### config.mk
export PLATFORM = sky130hd
export DESIGN_NAME = mem_access_ctrl_flat
export DESIGN_NICKNAME = d
export VERILOG_FILES = /design/src/rtl/riscv_pkg.sv /design/src/rtl/mem_access_ctrl_if.sv /design/src/rtl/mem_load_align.sv /design/src/rtl/mem_access_ctrl.sv /design/src/flat_wrapper.sv
export SDC_FILE = /design/constraint.sdc
export NUM_CORES = 1
export LEC_CHECK = 0
export CAP_MARGIN = 20
export CORE_MARGIN = 2
export CORE_UTILIZATION = 45
export CTS_CLUSTER_SIZE = 16
export DETAILED_ROUTE_END_ITERATION = 8
export PLACE_DENSITY = 0.81
export SYNTH_ARGS = -nofsm -noshare
export SYNTH_HDL_FRONTEND = slang
export SYNTH_SLANG_ARGS = --single-unit
### constraint.sdc
create_clock -name clk -period 2.1 [get_ports clk]
set_clock_uncertainty 0.05 [all_clocks]
set_input_delay 0.42 -clock clk [delete_from_list [all_inputs] [get_ports clk]]
set_output_delay 0.42 -clock clk [all_outputs]
set_load 0.02 [all_outputs]
### src/rtl/riscv_pkg.sv
// Shared RISC-V core definitions used by the data-memory access path.
// Holds the funct3 load/store encodings, the memory-access FSM state type
// and small helpers for byte enables, store-lane replication and
// misalignment detection.
package riscv_pkg;

  // Load encodings (funct3)
  localparam logic [2:0] F3_LB  = 3'b000;
  localparam logic [2:0] F3_LH  = 3'b001;
  localparam logic [2:0] F3_LW  = 3'b010;
  localparam logic [2:0] F3_LBU = 3'b100;
  localparam logic [2:0] F3_LHU = 3'b101;

  // Store encodings (funct3)
  localparam logic [2:0] F3_SB  = 3'b000;
  localparam logic [2:0] F3_SH  = 3'b001;
  localparam logic [2:0] F3_SW  = 3'b010;

  // Access size lives in funct3[1:0]; anything other than byte or half is
  // treated as a word access.
  localparam logic [1:0] SZ_BYTE = 2'b00;
  localparam logic [1:0] SZ_HALF = 2'b01;

  typedef enum logic [1:0] {
    IDLE = 2'd0,
    WAIT = 2'd1,
    DONE = 2'd2
  } mem_state_t;

  function automatic logic is_misaligned(input logic [1:0] size,
                                         input logic [1:0] off);
    return ((size == SZ_HALF) && off[0]) ||
           (size[1] && (off != 2'b00));
  endfunction

  function automatic logic [3:0] byte_en(input logic [1:0] size,
                                         input logic [1:0] off);
    case (size)
      SZ_BYTE: return 4'b0001 << off;
      SZ_HALF: return 4'b0011 << off;
      default: return 4'b1111;
    endcase
  endfunction

  // Replicate the store operand across all lanes so the memory only needs
  // the byte enables to pick the right bytes.
  function automatic logic [31:0] store_data(input logic [1:0] size,
                                             input logic [31:0] w);
    case (size)
      SZ_BYTE: return {4{w[7:0]}};
      SZ_HALF: return {2{w[15:0]}};
      default: return w;
    endcase
  endfunction

endpackage

### src/rtl/mem_access_ctrl_if.sv
// Data-memory bus between the MEM-stage access controller (master) and the
// data memory (slave).
//
// Handshake: the master raises dmem_req together with dmem_we, dmem_addr,
// dmem_be and dmem_wdata and holds all of them stable until the slave
// returns a single-cycle dmem_ack; dmem_rdata is only meaningful in the
// cycle dmem_ack is high. Acks seen while no request is outstanding are
// dropped by the master.
//
// Signals:
//   dmem_req   master->slave  request valid
//   dmem_we    master->slave  write enable
//   dmem_addr  master->slave  word-aligned byte address
//   dmem_be    master->slave  byte enables
//   dmem_wdata master->slave  lane-replicated store data
//   dmem_ack   slave->master  one-cycle completion pulse
//   dmem_rdata slave->master  read word, valid with dmem_ack
interface mem_access_ctrl_if;
  logic        dmem_req;
  logic        dmem_we;
  logic [31:0] dmem_addr;
  logic [3:0]  dmem_be;
  logic [31:0] dmem_wdata;
  logic        dmem_ack;
  logic [31:0] dmem_rdata;

  modport master (
    output dmem_req, dmem_we, dmem_addr, dmem_be, dmem_wdata,
    input  dmem_ack, dmem_rdata
  );

  modport slave (
    input  dmem_req, dmem_we, dmem_addr, dmem_be, dmem_wdata,
    output dmem_ack, dmem_rdata
  );
endinterface

### src/rtl/mem_load_align.sv
// Combinational load alignment: shifts the returned word right by the byte
// offset and sign- or zero-extends according to the load funct3.
//
// Ports:
//   word_i    raw 32-bit word from memory
//   offset_i  byte offset within the word (addr[1:0])
//   funct3_i  load encoding (LB/LH/LW/LBU/LHU)
//   data_o    aligned, extended load result
module mem_load_align
  import riscv_pkg::*;
(
  input  logic [31:0] word_i,
  input  logic [1:0]  offset_i,
  input  logic [2:0]  funct3_i,
  output logic [31:0] data_o
);

  logic [31:0] shifted;

  assign shifted = word_i >> {offset_i, 3'b000};

  always_comb begin
    data_o = '0;
    case (funct3_i)
      F3_LB:   data_o = {{24{shifted[7]}}, shifted[7:0]};
      F3_LH:   data_o = {{16{shifted[15]}}, shifted[15:0]};
      F3_LW:   data_o = shifted;
      F3_LBU:  data_o = {24'h0, shifted[7:0]};
      F3_LHU:  data_o = {16'h0, shifted[15:0]};
      default: data_o = '0;
    endcase
  end

endmodule

### src/rtl/mem_access_ctrl.sv
// MEM-stage data-memory access controller. Turns a load/store in the MEM
// stage into a bus request, stalls the pipeline until the memory acks, and
// returns aligned load data in the DONE cycle. Misaligned halfword/word
// accesses never reach the bus; they pulse misalign_o and flush_W instead.
//
// Optional feature: define MEM_CTRL_TIMEOUT_EN to abort a request that
// has not been acked within TIMEOUT_CYCLES WAIT cycles (bus_err_o and
// flush_W pulse in DONE, load data forced to 0). Without the macro WAIT
// holds until ack and bus_err_o is tied low.
//
// Ports:
//   clk, rst       clock and synchronous active-high reset
//   mem_rd_M/wr_M  load / store in MEM
//   funct3_M       access size and sign
//   addr_M         byte address
//   wdata_M        store operand
//   bus            data-memory bus (master side)
//   rd_data_M      load data to the MEM/WB register
//   stall_o        freezes all pipeline registers
//   flush_W        zeros the MEM/WB register input this edge
//   misalign_o     misaligned-access pulse
//   bus_err_o      timeout pulse
//   state_o        current FSM state (debug)
module mem_access_ctrl
  import riscv_pkg::*;
#(
  parameter int unsigned TIMEOUT_CYCLES = 16
) (
  input  logic                clk,
  input  logic                rst,
  input  logic                mem_rd_M,
  input  logic                mem_wr_M,
  input  logic [2:0]          funct3_M,
  input  logic [31:0]         addr_M,
  input  logic [31:0]         wdata_M,
  mem_access_ctrl_if.master   bus,
  output logic [31:0]         rd_data_M,
  output logic                stall_o,
  output logic                flush_W,
  output logic                misalign_o,
  output logic                bus_err_o,
  output mem_state_t          state_o
);

  mem_state_t  state_q;
  logic [31:0] addr_q;
  logic [3:0]  be_q;
  logic [31:0] wdata_q;
  logic        we_q;
  logic [2:0]  funct3_q;
  logic [31:0] rdata_q;
`ifdef MEM_CTRL_TIMEOUT_EN
  logic [31:0] cnt_q;
  logic        err_q;
`else
  localparam int unsigned unused_timeout_cycles = TIMEOUT_CYCLES;
`endif

  logic        op_valid;
  logic        misaligned;
  logic [31:0] load_data;

  assign op_valid   = mem_rd_M | mem_wr_M;
  assign misaligned = is_misaligned(funct3_M[1:0], addr_M[1:0]);
  assign state_o    = state_q;

  mem_load_align u_align (
    .word_i   (rdata_q),
    .offset_i (addr_q[1:0]),
    .funct3_i (funct3_q),
    .data_o   (load_data)
  );

  // IDLE drives the bus straight from the MEM-stage operands so the request
  // goes out in the same cycle; WAIT replays the registered copy.
  always_comb begin
    bus.dmem_req   = 1'b0;
    bus.dmem_we    = 1'b0;
    bus.dmem_addr  = '0;
    bus.dmem_be    = '0;
    bus.dmem_wdata = '0;
    rd_data_M      = '0;
    stall_o        = 1'b0;
    flush_W        = 1'b0;
    misalign_o     = 1'b0;
    bus_err_o      = 1'b0;
    case (state_q)
      IDLE: begin
        if (op_valid) begin
          if (misaligned) begin
            misalign_o = 1'b1;
            flush_W    = 1'b1;
          end else begin
            bus.dmem_req   = 1'b1;
            bus.dmem_we    = mem_wr_M;
            bus.dmem_addr  = {addr_M[31:2], 2'b00};
            bus.dmem_be    = byte_en(funct3_M[1:0], addr_M[1:0]);
            bus.dmem_wdata = store_data(funct3_M[1:0], wdata_M);
            stall_o        = 1'b1;
          end
        end
      end
      WAIT: begin
        bus.dmem_req   = 1'b1;
        bus.dmem_we    = we_q;
        bus.dmem_addr  = {addr_q[31:2], 2'b00};
        bus.dmem_be    = be_q;
        bus.dmem_wdata = wdata_q;
        stall_o        = 1'b1;
      end
      DONE: begin
        rd_data_M = we_q ? 32'h0 : load_data;
`ifdef MEM_CTRL_TIMEOUT_EN
        flush_W   = err_q;
        bus_err_o = err_q;
`endif
      end
      default: ;
    endcase
  end

  always_ff @(posedge clk) begin
    if (rst) begin
      state_q  <= IDLE;
      addr_q   <= '0;
      be_q     <= '0;
      wdata_q  <= '0;
      we_q     <= 1'b0;
      funct3_q <= '0;
      rdata_q  <= '0;
`ifdef MEM_CTRL_TIMEOUT_EN
      cnt_q    <= '0;
      err_q    <= 1'b0;
`endif
    end else begin
      case (state_q)
        IDLE: begin
          if (op_valid && !misaligned) begin
            addr_q   <= addr_M;
            be_q     <= byte_en(funct3_M[1:0], addr_M[1:0]);
            wdata_q  <= store_data(funct3_M[1:0], wdata_M);
            we_q     <= mem_wr_M;
            funct3_q <= funct3_M;
            state_q  <= WAIT;
          end
        end
        WAIT: begin
          if (bus.dmem_ack) begin
            rdata_q <= bus.dmem_rdata;
            state_q <= DONE;
          end
`ifdef MEM_CTRL_TIMEOUT_EN
          // The counter reaching TIMEOUT_CYCLES-1 here means this is the
          // TIMEOUT_CYCLES-th WAIT cycle without an ack.
          else if (cnt_q == TIMEOUT_CYCLES - 1) begin
            rdata_q <= '0;
            err_q   <= 1'b1;
            state_q <= DONE;
          end else begin
            cnt_q <= cnt_q + 32'd1;
          end
`endif
        end
        DONE: begin
          state_q <= IDLE;
`ifdef MEM_CTRL_TIMEOUT_EN
          cnt_q   <= '0;
          err_q   <= 1'b0;
`endif
        end
        default: state_q <= IDLE;
      endcase
    end
  end

endmodule

### src/flat_wrapper.sv
// flat-port wrapper written by rule: the top's interface ports become plain ports
module mem_access_ctrl_flat import riscv_pkg::*;
#(
  parameter int unsigned TIMEOUT_CYCLES = 16
)
  (clk, rst, mem_rd_M, mem_wr_M, funct3_M, addr_M, wdata_M, rd_data_M, stall_o, flush_W, misalign_o, bus_err_o, state_o, bus_dmem_req, bus_dmem_we, bus_dmem_addr, bus_dmem_be, bus_dmem_wdata, bus_dmem_ack, bus_dmem_rdata);
  mem_access_ctrl_if bus_i ();
  input  logic clk;
  input  logic rst;
  input  logic mem_rd_M;
  input  logic mem_wr_M;
  input  logic [2:0] funct3_M;
  input  logic [31:0] addr_M;
  input  logic [31:0] wdata_M;
  output logic [31:0] rd_data_M;
  output logic stall_o;
  output logic flush_W;
  output logic misalign_o;
  output logic bus_err_o;
  output mem_state_t state_o;
  output wire logic [$bits(bus_i.dmem_req)-1:0] bus_dmem_req;
  output wire logic [$bits(bus_i.dmem_we)-1:0] bus_dmem_we;
  output wire logic [$bits(bus_i.dmem_addr)-1:0] bus_dmem_addr;
  output wire logic [$bits(bus_i.dmem_be)-1:0] bus_dmem_be;
  output wire logic [$bits(bus_i.dmem_wdata)-1:0] bus_dmem_wdata;
  input wire logic [$bits(bus_i.dmem_ack)-1:0] bus_dmem_ack;
  input wire logic [$bits(bus_i.dmem_rdata)-1:0] bus_dmem_rdata;
  assign bus_dmem_req = bus_i.dmem_req;
  assign bus_dmem_we = bus_i.dmem_we;
  assign bus_dmem_addr = bus_i.dmem_addr;
  assign bus_dmem_be = bus_i.dmem_be;
  assign bus_dmem_wdata = bus_i.dmem_wdata;
  assign bus_i.dmem_ack = bus_dmem_ack;
  assign bus_i.dmem_rdata = bus_dmem_rdata;
  mem_access_ctrl #(.TIMEOUT_CYCLES(TIMEOUT_CYCLES)) u_core (.clk(clk), .rst(rst), .mem_rd_M(mem_rd_M), .mem_wr_M(mem_wr_M), .funct3_M(funct3_M), .addr_M(addr_M), .wdata_M(wdata_M), .bus(bus_i), .rd_data_M(rd_data_M), .stall_o(stall_o), .flush_W(flush_W), .misalign_o(misalign_o), .bus_err_o(bus_err_o), .state_o(state_o));
endmodule
# Word-level counts from Yosys, hierarchy flattened

Cells that the tools add are included.

Order comparisons: 0
Shifts and indexed selects: 3
Multipliers: 0
Bitwise gates (word level): 1
Reductions and logical operators: 12
Equality and inequality tests: 9
Mux-type cells: 26
Add/subtract/negate cells: 0
Divide/modulo/power cells: 0

Operators with widths:

| operator              | number |
|---|---|
| $mux W32              | 6 |
| $pmux W32 S2          | 3 |
| $pmux W32 S5          | 1 |
| $shr A32 B5 Y32       | 1 |
| $pmux W4 S2           | 2 |
| $mux W4               | 2 |
| $mux W1               | 7 |
| $eq A3 B3 Y1 const B  | 2 |
| $reduce_and A2 Y1     | 3 |
| $eq A2 B1 Y1 const B  | 2 |
| $logic_not A2 Y1      | 2 |
| $mux W2               | 2 |
| $pmux W1 S2           | 2 |
| $pmux W2 S2           | 1 |
| $shl A1 B2 Y4 const A | 1 |
| $shl A2 B2 Y4 const A | 1 |
| $eq A3 B1 Y1 const B  | 1 |
| $eq A3 B2 Y1 const B  | 1 |
| $logic_and A1 B1 Y1   | 3 |
| $logic_not A3 Y1      | 1 |
| $eq A2 B2 Y1 const B  | 1 |
| $ne A2 B1 Y1 const B  | 1 |
| $ne A2 B2 Y1 const B  | 1 |
| $reduce_bool A2 Y1    | 1 |
| 3 further kinds       | 3 |

Memories: 0
Bits in latches: 0
ROM bits: 0
Register bits after elaboration: 106
Logic and storage cells: 58
Memory bits (writable): 0

# Depth between registers and ports, before layout

Depth after elaboration: 7
Depth in mapped cells: 7
Depth with buffers taken out: 4

# Cells and area by module

From an unflattened synthesis, not the netlist that was laid out.

Cell total of the unflattened synthesis: 856
Area total of the unflattened synthesis: 6622.6 µm²

Modules (own cells, without submodules):

| module          | cells an instance | sequential area each (µm²) | area an instance (µm²) | times used |
|---|---|---|---|---|
| mem_access_ctrl | 747               | 2122.0                     | 5819.3                 | 1 |
| mem_load_align  | 109               | 0.0                        | 803.3                  | 1 |

# Worst setup path before layout

Ideal clock, no wire load.

Path kind: input to output
Start point: in funct3_M[1]
End point: out bus_dmem_wdata[10]
Slack: -0.181 ns
Cell stages on the path: 7
Arrival: 1.811 ns
Cell sequence: buf_2 a21oi_1 o221a_2 buf_2 buf_2 nand3_1 a21oi_1

Cells in the longest elaborated chain, start to end: 6

Ends and longest elaborated chain:

| element                                              | line                  | source |
|---|---|---|
| start, declared                                      | flat_wrapper.sv:12    | `input logic [2:0] funct3_M;` |
| branches (longest 3 deep; another with $pmux W32 S2) | n/a                   |  |
| $mux W32 (*)                                         | mem_access_ctrl.sv:90 | `if (misaligned) begin` |
| $mux W32 (*)                                         | mem_access_ctrl.sv:89 | `if (op_valid) begin` |
| $pmux W32 S2 (*)                                     | mem_access_ctrl.sv:87 | `case (state_q)` |
| end, declared                                        | flat_wrapper.sv:25    | `output wire logic [$bits(bus_i.dmem_wdata)-1:0] bus_dmem_wdata;` |

Every way passes the cells marked *.

# Final worst setup path

Start point: reg u_core.addr_q[1]
End point: out rd_data_M[8]

Cells in the longest elaborated chain, start to end: 4

Ends and longest elaborated chain:

| element                | line                   | source |
|---|---|---|
| start, declared        | mem_access_ctrl.sv:46  | `logic [31:0] addr_q;` |
| start signal, assigned | mem_access_ctrl.sv:139 | `addr_q <= addr_M;` |
| $shr A32 B5 Y32        | mem_load_align.sv:20   | `assign shifted = word_i >> {offset_i, 3'b000};` |
| $pmux W32 S5           | mem_load_align.sv:24   | `case (funct3_i)` |
| $mux W32               | mem_access_ctrl.sv:112 | `rd_data_M = we_q ? 32'h0 : load_data;` |
| $mux W32               | mem_access_ctrl.sv:87  |  |
| end, declared          | flat_wrapper.sv:15     | `output logic [31:0] rd_data_M;` |

Every way passes these cells.

==> summary.txt <==
# fillers -> 493
DR pass1 iterations -> 6
post-synth top area share -> 0.383
Crit path arrival time -> 2070 ps
area leader, netlist -> dfxtp_1
drt total wl -> 29,300 µm
# nets final -> 1,228
largest net degree at the start of global routing -> 72
initial core utilization -> 0.461
synth unique cells -> 34
initial antenna violation count -> 2
Ports -> 212
Die Ht -> 115 µm
Final GP Congestion -> 0.866
failing checks -> setup timing
core area -> 0.0120 mm²
Worst Tran Pin Value -> 589 ps
top-count cell post-synth -> nand2_1
critical path class -> flip-flop to output port
FP Rows -> 40
worst path required time -> 1630 ps
detailed placement HPWL -> 13,500 µm
Period Utilization, post-route -> 1.21
pre-CTS WS -> -842 ps
Synth Flop Type -> dfxtp_1
nature of the critical path startpoint -> flip-flop
drt drc -> 0
synth top area cells -> dfxtp_1, nand2_1, a21oi_1
Max IR drop VDD -> 0.000601 V
detailed-route via count -> 7,890
post-route design area -> 0.0106 mm²
initial DRC count -> 982
global route overflow -> 0
vias per cell -> 6.17
Die Footprint -> 0.0132 mm²
CTS tree -> built
area of the multi-input gates -> 0.00418 mm²
cell area after technology mapping -> 0.00553 mm²
clk buf depth -> 2
Synth Area per Inst -> 6.93 µm²
Clk Tree Root Cell -> clkbuf_16
clk sinks -> 106
Setup crit end kind -> output port
pwr dens -> 603 mW/mm²
CP Max Fanout -> 8
EDFF count, synth -> 0
post-synthesis sequential area ratio -> 0.383
final antenna-violating net count -> 0
Cells after DPL -> 1,194
LEAKAGE -> 4.38 nW
worst hold path type -> input pin to flip-flop
Yosys warning total -> 0
final setup margin -> -436 ps
number of global-route vias before repair -> 6,877
I/O Buffers -> 208
Num CTS Buffers -> 9
first-pass GRT wire length -> 35,800 µm
Rel. slew slack -> 0.607
DP Area -> 0.00861 mm²
top cells by count, synth -> nand2_1, a21oi_1, dfxtp_1, clkbuf_1, nand2b_1
Wirelength per Cell -> 22.9 µm
Async SR Flop Fraction -> 0
clock latency on the worst-skew pair -> 370 ps
share of cells above drive strength 1 -> 0.444
Clock transition at path regs -> 70 ps
Pins Over Slew Limit -> 0
final hold vios -> 0
final std cells w/o fill -> 1,278
GRT Total Usage -> 0.346
DIE WIDTH -> 115 µm
Layout area overhead -> 91.3%
Mapped Cells -> 799
Min Hold Slack -> 304 ps
Peak Freq -> 394 MHz
Setup Viol. Count Final -> 103
max_cap viols -> 0
RSZ-0062 raised after global routing -> true
H-tree depth -> 3
Post-CTS Hold Buffers -> 0
area occupied by registers -> 0.00214 mm²
run status -> finished with violations
register bit total from synthesis -> 106
fin crit period -> 2540 ps
==> worst max-delay path, cell delays in order, from the launching register on <==
cell and delay [ps]:
dfxtp_4 370, mux2i_1 160, mux2_4 290, or4_4 430
buf_12 170, a21oi_4 130, buf_6 130
==> cells by family (layout without fill, tap and decap cells) <==
family | after synthesis | count (layout) | synth area share
AND/OR/NAND/NOR | 393 | 393 | 0.296
AO/OA/AOI/OAI | 201 | 201 | 0.209
flip-flops | 106 | 106 | 0.383
buffers and inverters | 71 | 399 | 0.0577
multiplexers | 27 | 27 | 0.0531
other | 1 | 5 | 0.000678
==> power breakdown <==
part / leakage (nW) / total [mW] / internal, mW / switching [mW]
Sequential: 0.870 / 2.25 / 2.14 / 0.110
Clock: 0.140 / 1.73 / 0.854 / 0.872
Combinational: 3.37 / 2.41 / 1.16 / 1.25
Total: 4.38 / 6.39 / 4.16 / 2.23
==> layer usage <==
| layer | GRT usage | vias up | routed length, µm |
|---|---|---|---|
| met5 | 0 | - | 11 |
| met4 | 0.202 | 2 | 2650 |
| met3 | 0.0907 | 243 | 2710 |
| met2 | 0.583 | 643 | 14100 |
| met1 | 0.397 | 3702 | 9830 |
| li1 | - | 3300 | - |
==> final cells by class <==
cell class	count	share of cell area
Multi-Input combinational cell	624	0.395
Timing Repair Buffer	383	0.358
Sequential cell	106	0.202
Clock buffer	10	0.0226
Tap cell	147	0.0174
Clock inverter	6	0.00449
Antenna cell	2	0.000473
==> sequential cells by signal, summed over array words and instances, names as in the netlist <==
name,count
u_core.addr_q,32
u_core.state_o,2
u_core.wdata_q,32
u_core.funct3_q,3
u_core.we_q,1
u_core.be_q,4
u_core.rdata_q,32
==> layout by cell type (no fill, tap or decap), types with 6 or more instances in the layout <==
cell,instances
nor2b_1,14
nand2_1,233
nand2_4,42
dfxtp_1,100
a211oi_2,7
nand2b_1,20
nand3_4,14
a21oi_1,114
a211o_1,8
buf_12,16
a21oi_2,25
buf_6,103
nor2_1,6
clkdlybuf4s50_1,92
buf_4,151
mux2i_1,9
nand2_2,40
clkbuf_16,9
a211oi_1,6
a21oi_4,19
mux2_2,15
o2bb2ai_1,8
==> stage by stage <==
stage	utilization	setup TNS (ps)	power, mW
after global placement	0.717	-87500	3.88
after detailed placement	0.717	-90970	3.91
final	0.881	-19490	6.39
after floorplan	-	-1700	3.07
after CTS	0.816	-15360	5.96
after global routing	0.881	-23370	6.56
==> worst paths after layout <==
check,to,depth (start not counted),slack [ps],from
worst max-delay path,rd_data_M[8],6,-440,u_core.addr_q[1]$_SDFFE_PP0P_
worst min-delay path,u_core.addr_q[31]$_SDFFE_PP0P_,2,300,rst
worst max register to register,u_core.addr_q[1]$_SDFFE_PP0P_,8,70,u_core.state_o[0]$_SDFFE_PP0P_
worst min register to register,u_core.addr_q[31]$_SDFFE_PP0P_,2,410,u_core.addr_q[31]$_SDFFE_PP0P_
==> repair_timing <==
action,in CTS,in global routing
cloned,7,0
gates resized for setup,750,158
endpoints found under the hold margin,0,0
pin swaps,56,88
buffers inserted,30,38
endpoints found under the setup margin,110,101
Note: power is estimated with default switching activity, not from simulation.
